`src/rtl/dds_pkg.sv`:
```
// Shared DDS definitions: waveform encodings, default tuning constants and
// the amplitude scaling helper used by the core and the display logic.
package dds_pkg;

    typedef enum logic [1:0] {
        WAVE_SINE   = 2'd0,
        WAVE_SQUARE = 2'd1,
        WAVE_TRI    = 2'd2,
        WAVE_SAW    = 2'd3
    } wave_e;

    localparam logic [23:0] DDS_FTW_INIT = 24'h010000;
    localparam logic [23:0] DDS_FTW_STEP = 24'h001000;
    localparam logic [23:0] DDS_FTW_MIN  = 24'h001000;
    localparam logic [23:0] DDS_FTW_MAX  = 24'h400000;

    function automatic int mid_of(input int data_w);
        return 1 << (data_w - 1);
    endfunction

    // Scale a raw sample around mid-scale by amp/2^amp_w, then clamp to the PWM range.
    function automatic int scale_clamp(input int raw, input int amp,
                                       input int data_w, input int amp_w);
        int diff;
        int res;
        diff = raw - mid_of(data_w);
        res  = mid_of(data_w) + ((diff * amp) >>> amp_w);
        if (res < 0)
            res = 0;
        else if (res > (1 << data_w) - 1)
            res = (1 << data_w) - 1;
        return res;
    endfunction

endpackage

```
`src/rtl/dds_pwm_multich_if.sv`:
```
// Control and monitor bundle between the button/display logic and the DDS core.
// The up/down and sync lines are single-cycle strobes with no ready: every cycle
// a strobe is high counts as one step, and the core always accepts it.
interface dds_pwm_multich_if #(
    parameter int NUM_CH = 2,
    parameter int CH_W   = 1,
    parameter int ACC_W  = 24,
    parameter int AMP_W  = 4
);
    logic [CH_W-1:0]     ch_sel;
    logic [2*NUM_CH-1:0] wave_sel;
    logic                freq_up;
    logic                freq_dn;
    logic                amp_up;
    logic                amp_dn;
    logic                phase_sync;
    logic [ACC_W-1:0]    ftw_mon;
    logic [AMP_W:0]      amp_mon;

    modport master (
        output ch_sel, wave_sel, freq_up, freq_dn, amp_up, amp_dn, phase_sync,
        input  ftw_mon, amp_mon
    );

    modport slave (
        input  ch_sel, wave_sel, freq_up, freq_dn, amp_up, amp_dn, phase_sync,
        output ftw_mon, amp_mon
    );
endinterface

```
`src/rtl/dds_sine_lut.sv`:
```
// Registered quarter-wave sine ROM, first quadrant only (0..pi/2, half-step offset).
// Quadrant mirroring is left to the caller.
module dds_sine_lut #(
    parameter int DATA_W     = 8,
    parameter int LUT_ADDR_W = 6
) (
    input  logic                  clock,
    input  logic [LUT_ADDR_W-1:0] addr,
    output logic [DATA_W-2:0]     data
);
    logic [5:0] idx6;

    // Base table is 64 x 7 bits; address and data are rescaled to the configured sizes.
    function automatic logic [6:0] base_tbl(input logic [5:0] i);
        case (i)
            6'd0:  return 7'd2;    6'd1:  return 7'd5;    6'd2:  return 7'd8;    6'd3:  return 7'd11;
            6'd4:  return 7'd14;   6'd5:  return 7'd17;   6'd6:  return 7'd20;   6'd7:  return 7'd23;
            6'd8:  return 7'd26;   6'd9:  return 7'd29;   6'd10: return 7'd32;   6'd11: return 7'd35;
            6'd12: return 7'd38;   6'd13: return 7'd41;   6'd14: return 7'd44;   6'd15: return 7'd47;
            6'd16: return 7'd50;   6'd17: return 7'd53;   6'd18: return 7'd56;   6'd19: return 7'd58;
            6'd20: return 7'd61;   6'd21: return 7'd64;   6'd22: return 7'd67;   6'd23: return 7'd69;
            6'd24: return 7'd72;   6'd25: return 7'd74;   6'd26: return 7'd77;   6'd27: return 7'd79;
            6'd28: return 7'd82;   6'd29: return 7'd84;   6'd30: return 7'd86;   6'd31: return 7'd89;
            6'd32: return 7'd91;   6'd33: return 7'd93;   6'd34: return 7'd95;   6'd35: return 7'd97;
            6'd36: return 7'd99;   6'd37: return 7'd101;  6'd38: return 7'd103;  6'd39: return 7'd105;
            6'd40: return 7'd106;  6'd41: return 7'd108;  6'd42: return 7'd110;  6'd43: return 7'd111;
            6'd44: return 7'd113;  6'd45: return 7'd114;  6'd46: return 7'd115;  6'd47: return 7'd117;
            6'd48: return 7'd118;  6'd49: return 7'd119;  6'd50: return 7'd120;  6'd51: return 7'd121;
            6'd52: return 7'd122;  6'd53: return 7'd123;  6'd54: return 7'd124;  6'd55: return 7'd124;
            6'd56: return 7'd125;  6'd57: return 7'd125;  6'd58: return 7'd126;  6'd59: return 7'd126;
            6'd60: return 7'd127;  6'd61: return 7'd127;  6'd62: return 7'd127;  default: return 7'd127;
        endcase
    endfunction

    assign idx6 = 6'((int'(addr) << 6) >> LUT_ADDR_W);

    always_ff @(posedge clock) begin
        data <= (DATA_W-1)'((int'(base_tbl(idx6)) << (DATA_W - 1)) >> 7);
    end
endmodule

```
`src/rtl/dds_pwm_multich.sv`:
```
// Multi-channel DDS: per-channel phase accumulators feed a waveform/scale pipeline
// whose result becomes the PWM duty one frame later.
module dds_pwm_multich
    import dds_pkg::*;
#(
    parameter int NUM_CH     = 2,
    parameter int CH_W       = 1,
    parameter int ACC_W      = 24,
    parameter int DATA_W     = 8,
    parameter int LUT_ADDR_W = 6,
    parameter int AMP_W      = 4,
    parameter logic [ACC_W-1:0] FTW_INIT = DDS_FTW_INIT,
    parameter logic [ACC_W-1:0] FTW_STEP = DDS_FTW_STEP,
    parameter logic [ACC_W-1:0] FTW_MIN  = DDS_FTW_MIN,
    parameter logic [ACC_W-1:0] FTW_MAX  = DDS_FTW_MAX
) (
    input  logic                 clock,
    input  logic                 reset,
    dds_pwm_multich_if.slave     ctrl,
    output logic [NUM_CH-1:0]    pwm_out,
    output logic                 frame_tick
);
    localparam logic [AMP_W:0]    AMP_FULL = (AMP_W+1)'(1 << AMP_W);
    localparam logic [AMP_W:0]    AMP_ONE  = (AMP_W+1)'(1);
    localparam logic [DATA_W-1:0] MID_V    = DATA_W'(mid_of(DATA_W));

    logic [DATA_W-1:0]     pwm_cnt;
    logic [ACC_W-1:0]      acc       [NUM_CH];
    logic [ACC_W-1:0]      ftw       [NUM_CH];
    logic [AMP_W:0]        amp       [NUM_CH];
    logic [DATA_W-1:0]     duty      [NUM_CH];
    logic [DATA_W-1:0]     duty_next [NUM_CH];
    logic [DATA_W-1:0]     raw       [NUM_CH];
    logic [DATA_W-1:0]     raw_c     [NUM_CH];
    logic [DATA_W-1:0]     phase     [NUM_CH];
    logic [LUT_ADDR_W-1:0] lut_addr  [NUM_CH];
    logic [DATA_W-2:0]     rom_q     [NUM_CH];
    wave_e                 wave_r    [NUM_CH];
    logic                  sync_pend;
    logic [2:0]            stage;
    logic [CH_W-1:0]       sel;
    logic                  ch_ok;

    assign frame_tick = &pwm_cnt;
    assign sel        = ctrl.ch_sel;
    assign ch_ok      = (int'(sel) < NUM_CH);

    for (genvar g = 0; g < NUM_CH; g++) begin : g_ch
        assign phase[g]    = acc[g][ACC_W-1 -: DATA_W];
        // Second and fourth quadrants read the table backwards.
        assign lut_addr[g] = phase[g][DATA_W-2] ? ~phase[g][DATA_W-3 -: LUT_ADDR_W]
                                                :  phase[g][DATA_W-3 -: LUT_ADDR_W];
        dds_sine_lut #(.DATA_W(DATA_W), .LUT_ADDR_W(LUT_ADDR_W)) u_lut (
            .clock (clock),
            .addr  (lut_addr[g]),
            .data  (rom_q[g])
        );
    end

    // Frame counter, accumulators and duty hand-over at the frame boundary.
    always_ff @(posedge clock) begin
        if (reset) begin
            pwm_cnt   <= '0;
            sync_pend <= 1'b0;
            stage     <= '0;
            for (int c = 0; c < NUM_CH; c++) begin
                acc[c]    <= '0;
                duty[c]   <= '0;
                wave_r[c] <= WAVE_SINE;
            end
        end else begin
            pwm_cnt <= pwm_cnt + DATA_W'(1);
            stage   <= {stage[1:0], frame_tick};
            if (frame_tick) begin
                sync_pend <= 1'b0;
                for (int c = 0; c < NUM_CH; c++) begin
                    acc[c]    <= (sync_pend || ctrl.phase_sync) ? '0 : acc[c] + ftw[c];
                    duty[c]   <= duty_next[c];
                    wave_r[c] <= wave_e'(ctrl.wave_sel[2*c +: 2]);
                end
            end else if (ctrl.phase_sync) begin
                sync_pend <= 1'b1;
            end
        end
    end

    always_comb begin
        for (int c = 0; c < NUM_CH; c++) begin
            raw_c[c] = phase[c];
            case (wave_r[c])
                WAVE_SINE:   raw_c[c] = phase[c][DATA_W-1]
                                        ? (MID_V - DATA_W'(1) - {1'b0, rom_q[c]})
                                        : (MID_V + {1'b0, rom_q[c]});
                WAVE_SQUARE: raw_c[c] = phase[c][DATA_W-1] ? '1 : '0;
                WAVE_TRI:    raw_c[c] = phase[c][DATA_W-1] ? ~{phase[c][DATA_W-2:0], 1'b0}
                                                           :  {phase[c][DATA_W-2:0], 1'b0};
                default:     raw_c[c] = phase[c];
            endcase
        end
    end

    // stage[1]: ROM output for the new phase is valid; stage[2]: raw sample is valid.
    always_ff @(posedge clock) begin
        if (reset) begin
            for (int c = 0; c < NUM_CH; c++) begin
                raw[c]       <= '0;
                duty_next[c] <= '0;
            end
        end else begin
            for (int c = 0; c < NUM_CH; c++) begin
                if (stage[1])
                    raw[c] <= raw_c[c];
                if (stage[2])
                    duty_next[c] <= DATA_W'(scale_clamp(int'(raw[c]), int'(amp[c]), DATA_W, AMP_W));
            end
        end
    end

    always_ff @(posedge clock) begin
        if (reset) begin
            pwm_out <= '0;
        end else begin
            for (int c = 0; c < NUM_CH; c++)
                pwm_out[c] <= (pwm_cnt < duty[c]);
        end
    end

    // Button steps apply to the selected channel only; opposing strobes cancel.
    always_ff @(posedge clock) begin
        if (reset) begin
            for (int c = 0; c < NUM_CH; c++) begin
                ftw[c] <= FTW_INIT;
                amp[c] <= AMP_FULL;
            end
        end else begin
            for (int c = 0; c < NUM_CH; c++) begin
                if (ch_ok && int'(sel) == c) begin
                    if (ctrl.freq_up && !ctrl.freq_dn)
                        ftw[c] <= (ftw[c] >= FTW_MAX - FTW_STEP) ? FTW_MAX : ftw[c] + FTW_STEP;
                    else if (ctrl.freq_dn && !ctrl.freq_up)
                        ftw[c] <= (ftw[c] <= FTW_MIN + FTW_STEP) ? FTW_MIN : ftw[c] - FTW_STEP;
                    if (ctrl.amp_up && !ctrl.amp_dn && amp[c] != AMP_FULL)
                        amp[c] <= amp[c] + AMP_ONE;
                    else if (ctrl.amp_dn && !ctrl.amp_up && amp[c] != '0)
                        amp[c] <= amp[c] - AMP_ONE;
                end
            end
        end
    end

    always_comb begin
        ctrl.ftw_mon = '0;
        ctrl.amp_mon = '0;
        for (int c = 0; c < NUM_CH; c++) begin
            if (ch_ok && int'(sel) == c) begin
                ctrl.ftw_mon = ftw[c];
                ctrl.amp_mon = amp[c];
            end
        end
    end
endmodule

```
`src/flat_wrapper.sv`:
```
// flat-port wrapper written by rule: the top's interface ports become plain ports
module dds_pwm_multich_flat import dds_pkg::*;
#(
    parameter int NUM_CH     = 2,
    parameter int CH_W       = 1,
    parameter int ACC_W      = 24,
    parameter int DATA_W     = 8,
    parameter int LUT_ADDR_W = 6,
    parameter int AMP_W      = 4,
    parameter logic [ACC_W-1:0] FTW_INIT = DDS_FTW_INIT,
    parameter logic [ACC_W-1:0] FTW_STEP = DDS_FTW_STEP,
    parameter logic [ACC_W-1:0] FTW_MIN  = DDS_FTW_MIN,
    parameter logic [ACC_W-1:0] FTW_MAX  = DDS_FTW_MAX
)
  (clock, reset, pwm_out, frame_tick, ctrl_ch_sel, ctrl_wave_sel, ctrl_freq_up, ctrl_freq_dn, ctrl_amp_up, ctrl_amp_dn, ctrl_phase_sync, ctrl_ftw_mon, ctrl_amp_mon);
  dds_pwm_multich_if #(.NUM_CH(NUM_CH), .CH_W(CH_W), .ACC_W(ACC_W), .AMP_W(AMP_W)) ctrl_i ();
  input  logic clock;
  input  logic reset;
  output logic [NUM_CH-1:0] pwm_out;
  output logic frame_tick;
  input wire logic [$bits(ctrl_i.ch_sel)-1:0] ctrl_ch_sel;
  input wire logic [$bits(ctrl_i.wave_sel)-1:0] ctrl_wave_sel;
  input wire logic [$bits(ctrl_i.freq_up)-1:0] ctrl_freq_up;
  input wire logic [$bits(ctrl_i.freq_dn)-1:0] ctrl_freq_dn;
  input wire logic [$bits(ctrl_i.amp_up)-1:0] ctrl_amp_up;
  input wire logic [$bits(ctrl_i.amp_dn)-1:0] ctrl_amp_dn;
  input wire logic [$bits(ctrl_i.phase_sync)-1:0] ctrl_phase_sync;
  output wire logic [$bits(ctrl_i.ftw_mon)-1:0] ctrl_ftw_mon;
  output wire logic [$bits(ctrl_i.amp_mon)-1:0] ctrl_amp_mon;
  assign ctrl_i.ch_sel = ctrl_ch_sel;
  assign ctrl_i.wave_sel = ctrl_wave_sel;
  assign ctrl_i.freq_up = ctrl_freq_up;
  assign ctrl_i.freq_dn = ctrl_freq_dn;
  assign ctrl_i.amp_up = ctrl_amp_up;
  assign ctrl_i.amp_dn = ctrl_amp_dn;
  assign ctrl_i.phase_sync = ctrl_phase_sync;
  assign ctrl_ftw_mon = ctrl_i.ftw_mon;
  assign ctrl_amp_mon = ctrl_i.amp_mon;
  dds_pwm_multich #(.NUM_CH(NUM_CH), .CH_W(CH_W), .ACC_W(ACC_W), .DATA_W(DATA_W), .LUT_ADDR_W(LUT_ADDR_W), .AMP_W(AMP_W), .FTW_INIT(FTW_INIT), .FTW_STEP(FTW_STEP), .FTW_MIN(FTW_MIN), .FTW_MAX(FTW_MAX)) u_core (.clock(clock), .reset(reset), .ctrl(ctrl_i), .pwm_out(pwm_out), .frame_tick(frame_tick));
endmodule
```
`config.mk`:
```
export PLATFORM = sky130hd
export DESIGN_NAME = dds_pwm_multich_flat
export DESIGN_NICKNAME = d
export VERILOG_FILES = /design/src/rtl/dds_pkg.sv /design/src/rtl/dds_pwm_multich_if.sv /design/src/rtl/dds_sine_lut.sv /design/src/rtl/dds_pwm_multich.sv /design/src/flat_wrapper.sv
export SDC_FILE = /design/constraint.sdc
export NUM_CORES = 1
export LEC_CHECK = 0
export ABC_CLOCK_PERIOD_IN_PS = 11700
export BUFFER_PORTS_ARGS = -buffer_cell sky130_fd_sc_hd__buf_2
export CAP_MARGIN = 25
export CORE_ASPECT_RATIO = 1.25
export CORE_MARGIN = 4
export CORE_UTILIZATION = 67
export DETAILED_ROUTE_END_ITERATION = 10
export PLACE_DENSITY_LB_ADDON = 0.25
export SLEW_MARGIN = 5
export SYNTH_ARGS = -nofsm -noshare
export SYNTH_HDL_FRONTEND = slang
export SYNTH_SLANG_ARGS = --single-unit
```
`constraint.sdc`:
```
create_clock -name clock -period 11.7 [get_ports clock]
set_clock_uncertainty 0.2 [all_clocks]
set_input_delay 0.585 -clock clock [delete_from_list [all_inputs] [get_ports clock]]
set_output_delay 0.585 -clock clock [all_outputs]
set_load 0.005 [all_outputs]
```
==> flow_summary_export.csv, run 1 <==
group,metric,value,unit
sta,min_period,5.115,ns
final_layout,fin_util,0.7288,
synth,synth_seq_cells,158,
grt,met3_usage,0.03467,
cts,cts_root_buffer,"clkbuf_16",
grt,grt_pass1_vias,10810,
floorplanning,die_y,168.3,um
sta,hold_viol,0,
synth,synth_top_area_frac,0.2834,
final_layout,antenna_cells,0,
pwr,powerDensity,134.4,mW/mm2
synth,synthArstFlopShare,0,
pwr,switching_share,0.3304,
setup_path,max_stage_delay,0.57,ns
sta,tightest_slew,0.9263,ns
detailed_routing,totalWireLength,29.97,mm
min_path,hp-class,"input pin to flop",
synth,synthTopCellsByCount,"nor2_1, edfxtp_1, ha_1",
setup_path,crit_chain,"inv_1, nor2_1, fa_1, fa_1, inv_1, fa_1, inv_1, ha_1, a211o_1, a211oi_1, o31a_1, a21oi_2, mux2i_1, nand2_1, nor2_1, o31ai_1",
grt,grt_usage,0.2673,
pwr,clkPwrFrac,0.317,
detailed_routing,drtIter0Drc,936,
sta,relSlewSlack,0.3825,
detailed_routing,drc,0,
cts,postCtsSetupBuffers,0,
grt,use_met2,0.4751,
setup_path,rr_worst_depth,16,
floorplanning,io_pins,44,
setup_path,critical_path_class,"flop to flop",
synth,synth_ff_type,"edfxtp_1",
place,gp_congestion,0.8982,
grt,grt_util_met1,0.3279,
synth,avgSynthCellArea,9.081,um2
sta,setup_viol,0,
cts,postCtsHoldBufs,0,
grt,gr-max-usage-layer,"met2",
sta,setup_tns,0,ns
setup_path,endpoint_kind,"flop",
synth,synth_cell_type_count,85,
synth,synthesis.area,0.01378,mm2
pwr,ir_drop,0.0001185,V
sta,maxSlewViolCount,0,
cts,clk_path_buf_depth,2,
setup_path,critPathMaxFanout,13,
flow_run,cap_violations,0,
detailed_routing,ant_nets,0,
place,numPortBuffers,31,
sta,fmax,195.5,MHz
synth,yosysMostFrequentCell,"nor2_1",
grt,antenna_found_initial,0,
sta,rsz0062_at_grt,"no",
detailed_routing,post_drt_via_cell_ratio,6.088,
synth,synth_cells,1517,
floorplanning,initial_core_util,0.6828,
synth,synth_edf_count,130,
pwr,leakage,0.006369,uW
grt,grt_pass1_wl,50.70,mm
min_path,whs_path_depth,2,
floorplanning,core_region_area,0.02017,mm2
detailed_routing,drt_pass1_iterations,5,
grt,grt_overflow,0,
synth,yosysTopAreaCell,"edfxtp_1",
setup_path,cp-start-kind,"flop",
floorplanning,fp-row-count,58,
floorplanning,dieWidth,136.3,um
final_layout,fin_nets,1689,
floorplanning,dieArea,0.02293,mm2
run_status,status,"finished, final reports clean",
synth,yosys-top-cells-area,"edfxtp_1, ha_1, fa_1",
cts,clkLatencyLatePin,0.43,ns
setup_path,crit_slowest_cell,"edfxtp_1",
pwr,p_comb_frac,0.335,
cts,ctsResizeCount,0,
detailed_routing,wl_per_cell,16.70,um
detailed_routing,vias,10920,
sta,finalCritPeriodShare,0.4371,
place,place_hpwl,21.39,mm
setup_path,worstPathRequired,11.66,ns
final_layout,area_growth,6.731,%
cts,cts_max_level,4,
pwr,power_switching,652.8,uW
synth,yosys_warnings,0,
sta,hold_slack,0.2306,ns
cts,cts_tree,"done",
setup_path,cp.arrival,5.08,ns
cts,clock-sinks,158,
pwr,p_int,1323,uW
cts,numCtsBuffers,17,
synth,seq_area_frac_synth,0.3241,
pwr,power,1976,uW
grt,grt_max_degree,66,
final_layout,drive_gt1_frac,0.07415,
cts,clkTransAtPathRegs,0.06,ns
pwr,p_seq_frac,0.348,
## metrics by stage
stage / instances / setup slack [ns] / instance area (um2)
detailed placement: 1760 / 6.658 / 14030
CTS: 1792 / 6.609 / 14690
floorplan: 1531 / 6.981 / 13830
finish: 1794 / 6.585 / 14700
global route: 1794 / 6.206 / 14700
global placement: 1759 / 6.777 / 14020
## flip-flops by register name, indices dropped and copies added, names as in the netlist
name and cells:
u_core.acc 44, u_core.ftw 24, u_core.duty 16, u_core.duty_next 16
u_core.raw 16, u_core.g_ch.u_lut.data 14, u_core.amp 10, u_core.pwm_cnt 8
u_core.wave_r 4, u_core.stage 3, u_core.pwm_out 2, u_core.sync_pend 1
## layout by cell type, fill, tap and decap left out, types with 13 or more instances in the layout
cell type  count
nor2_1       140
edfxtp_1     130
ha_1         119
inv_1        116
a21oi_1      111
nand2_1      102
and2_1        84
o21ai_0       70
xnor2_1       59
fa_1          47
nand2b_1      37
xor2_1        36
nor3_1        32
buf_2         31
and3_1        30
dfxtp_1       28
a21o_1        27
mux2_2        19
nand3_1       19
a211oi_1      17
clkbuf_16     17
nor2b_1       15
conb_1        15
o22ai_1       14
o21ai_1       13
## power groups by stage
stage / clock (uW) / sequential [uW] / combinational, uW
global placement: 0 / 696 / 627
finish: 627 / 688 / 661
CTS: 627 / 686 / 659
floorplan: 0 / 673 / 548
global route: 652 / 692 / 758
detailed placement: 0 / 698 / 649
## critical path: cells and delay by family (launching register included)
kind / cells / cell delay, ns
AOI/OAI and AO/OA: 5 / 1.02
adders and majority gates: 4 / 1.87
buffers and inverters: 3 / 0.21
DFF: 1 / 0.57
muxes: 1 / 0.20
and+or+nand+nor: 3 / 0.77
## metal layers
metal / part of all wire / up-vias / wire length (um)
met5: 0 / - / 0
met4: 0.025 / 0 / 756
met3: 0.053 / 70 / 1589
met2: 0.52 / 365 / 15460
met1: 0.41 / 5154 / 12170
li1: - / 5332 / -
## kinds of logic after synthesis
group / Yosys count / synth area share
buf+inv: 196 / 0.05722
xor+xnor: 95 / 0.06040
mux: 26 / 0.02098
simple gates: 504 / 0.1848
compound gates: 371 / 0.1758
flops: 158 / 0.3241
fa+ha+maj: 166 / 0.1764
other cells: 1 / 0.0002722
## worst paths after layout
kind,from,to,slack (ns)
worst max-delay path,u_core.amp[1][0],u_core.duty_next[0][13],6.59
worst min-delay path,ctrl_wave_sel[2],u_core.wave_r[0][2],0.23
worst max register to register,u_core.amp[1][0],u_core.duty_next[0][13],6.59
worst min register to register,u_core.stage[0],u_core.stage[1],0.27
## final cells by class
| type | instances | area, um2 |
|---|---|---|
| Inverter | 118 | 442.9 |
| Multi-Input combinational cell | 1177 | 8581 |
| Timing Repair Buffer | 39 | 222.7 |
| Clock buffer | 21 | 440.4 |
| Tap cell | 270 | 337.8 |
| Clock inverter | 11 | 214.0 |
| Sequential cell | 158 | 4464 |
| Fill cell | 1493 | 5472 |
(Power assumes the default switching activity.)
==> run 2, diff against run 1 <==
Settings changed: ABC_CLOCK_PERIOD_IN_PS 11700 to 5250, CORE_UTILIZATION 67 to 64.
Clock period 11.7 ns to 5.25 ns, I/O delays scaled along.
==> run 2 against run 1 <==
First-iteration DRC count is 4.4% lower. Flip-flop and latch count stayed put. Critical path type unchanged. Die area is 4.4% higher. Via count is 0.39% higher. Total power is 110% higher. Largest power group unchanged. Non-clock buffer count is 7 higher. Register-to-register slack worse by 6.2 ns.
==> flow_summary_export.csv, run 2 (synthesis gave the netlist of run 1 again) <==
group,metric,value,unit
setup_path,r2r_setup_slack,0.37,ns
floorplanning,fp-row-count,59,
sta,relSlewSlack,0.3257,
cts,numCtsBuffers,17,
final_layout,final_common_cell,"nor2_1",
setup_path,critPathMaxFanout,12,
sta,tightest_slew,1.004,ns
sta,finalCritPeriodShare,0.9293,
sta,setup_tns,0,ns
setup_path,critical_path_class,"flop to flop",
pwr,ir_drop,0.0002371,V
setup_path,worstPathRequired,5.23,ns
cts,clk_path_buf_depth,2,
sta,hold_viol,0,
detailed_routing,totalWireLength,29.49,mm
sta,fmax,205.0,MHz
cts,cts_max_level,4,
cts,clock-sinks,158,
final_layout,area_growth,6.639,%
place,place_hpwl,21.56,mm
setup_path,rr_startpoint,"u_core.amp[0][1]",
pwr,leakage,0.006366,uW
cts,cts_root_buffer,"clkbuf_16",
detailed_routing,drtIter0Drc,895,
grt,antenna_found_initial,0,
setup_path,cp.arrival,4.86,ns
final_layout,final_cell_mix,"nor2_1, edfxtp_1, ha_1, inv_1, a21oi_1",
final_layout,largest_reg_flops,44,
min_path,min-delay-start,"ctrl_phase_sync",
setup_path,endpoint_kind,"flop",
sta,maxSlewViolCount,0,
detailed_routing,drt_pass1_iterations,5,
cts,clkTransAtPathRegs,0.07,ns
grt,grt_pass1_vias,10810,
final_layout,drive_gt1_frac,0.07838,
pwr,powerDensity,286.1,mW/mm2
place,numPortBuffers,31,
setup_path,reg2reg_to,"u_core.duty_next[0][1]",
cts,postCtsSetupBuffers,0,
sta,setup_viol,0,
grt,grt_max_degree,40,
detailed_routing,drc,0,
grt,grt_usage,0.2496,
sta,min_period,4.879,ns
min_path,hp-class,"input pin to flop",
detailed_routing,vias,10960,
floorplanning,initial_core_util,0.6571,
floorplanning,io_pins,44,
grt,grt_overflow,0,
floorplanning,dieArea,0.02395,mm2
place,gp_congestion,0.9065,
cts,cts_tree,"done",
grt,grt_pass1_wl,49.96,mm
final_layout,fin_util,0.7007,
final_layout,top_regs,"u_core.acc: 44 flops, u_core.ftw: 24 flops",
floorplanning,die_y,172.0,um
final_layout,antenna_cells,0,
run_status,status,"finished, final reports clean",
detailed_routing,wl_per_cell,16.34,um
min_path,whs_path_depth,3,
min_path,worstHoldEndpoint,"u_core.sync_pend",
final_layout,fillers,1606,
flow_run,cap_violations,0,
final_layout,top_register,"u_core.acc",
detailed_routing,ant_nets,0,
cts,clkLatencyLatePin,0.43,ns
setup_path,cp-start-kind,"flop",
setup_path,rr_worst_depth,15,
detailed_routing,post_drt_via_cell_ratio,6.074,
floorplanning,dieWidth,139.2,um
sta,rsz0062_at_grt,"no",
floorplanning,core_region_area,0.02097,mm2
final_layout,fin_nets,1696,
run 2: changes by cell type in the layout (fill, tap and decap cells not counted):
cell           previous run  this run
buf_4                     7         9
clkbuf_1                  4         0
buf_12                    0         1
inv_8                     0         1
clkinvlp_4                4         5
bufinv_16                 6         1
inv_6                     0         5
dlygate4sd3_1             0         4
clkinv_2                  0         2
run 2: timing repair:
action,in CTS,in global routing
endpoints found under the hold margin,4,0
hold buffers,4,0
gates resized for setup,0,0
run 2: per-layer routing:
layer	vias to the layer above	wire length [um]	global-route usage
met4	0	881	0.09745
met1	5178	12310	0.3006
li1	5344	-	-
met2	354	15110	0.4594
met3	88	1180	0.02822
met5	-	0	0
run 2: cell type report:
type / count / area (um2) / share of cell area
Clock buffer: 17 / 425.4 / 0.02896
Clock inverter: 15 / 136.4 / 0.009284
Inverter: 118 / 442.9 / 0.03015
Multi-Input combinational cell: 1177 / 8581 / 0.5841
Sequential cell: 158 / 4464 / 0.3039
Tap cell: 274 / 342.8 / 0.02334
Timing Repair Buffer: 46 / 297.8 / 0.02027
run 2: through the flow:
step / power, uW / cells / hold WS [ns] / worst slack [ns] / cell area [um2]
finish: 4203 / 1805 / 0.06230 / 0.3711 / 14690
global route: 4472 / 1805 / 0.08610 / 0.02570 / 14690
CTS: 4203 / 1803 / 0.03364 / 0.3702 / 14660
detailed placement: 3002 / 1767 / 0.2496 / 0.3839 / 14060
global placement: 2953 / 1766 / 0.2177 / 0.4910 / 14050
floorplan: 2722 / 1531 / 0.2138 / 0.5310 / 13830
run 2: worst max path at each step:
stage	startpoint	endpoint	cells after the start
after CTS	u_core.amp[0][1]	u_core.duty_next[0][1]	15
after floorplan	u_core.amp[1][0]	u_core.duty_next[0][9]	17
after global routing	u_core.raw[0][15]	u_core.duty_next[0][9]	15
after detailed placement	u_core.amp[0][0]	u_core.duty_next[0][1]	16
final	u_core.amp[0][1]	u_core.duty_next[0][1]	15
after global placement	u_core.amp[0][1]	u_core.duty_next[0][0]	15
run 2: power by group:
group          switching [uW]  internal [uW]  total [uW]
sequential               99.4           1430        1530
combinational             844            633        1480
clock                     541            659        1200
total                    1480           2720        4200
run 2: critical path, stage by stage, from the launching register on:
cell and delay [ns]:
edfxtp_1 0.57, and2_1 0.24, fa_1 0.45, fa_1 0.49
inv_1 0.06, fa_1 0.53, inv_1 0.04, ha_1 0.38
a21o_1 0.22, a21oi_2 0.22, nand2_2 0.09, o31a_1 0.29
mux2_4 0.30, or3_4 0.34, nand2_1 0.13, o21ai_1 0.08
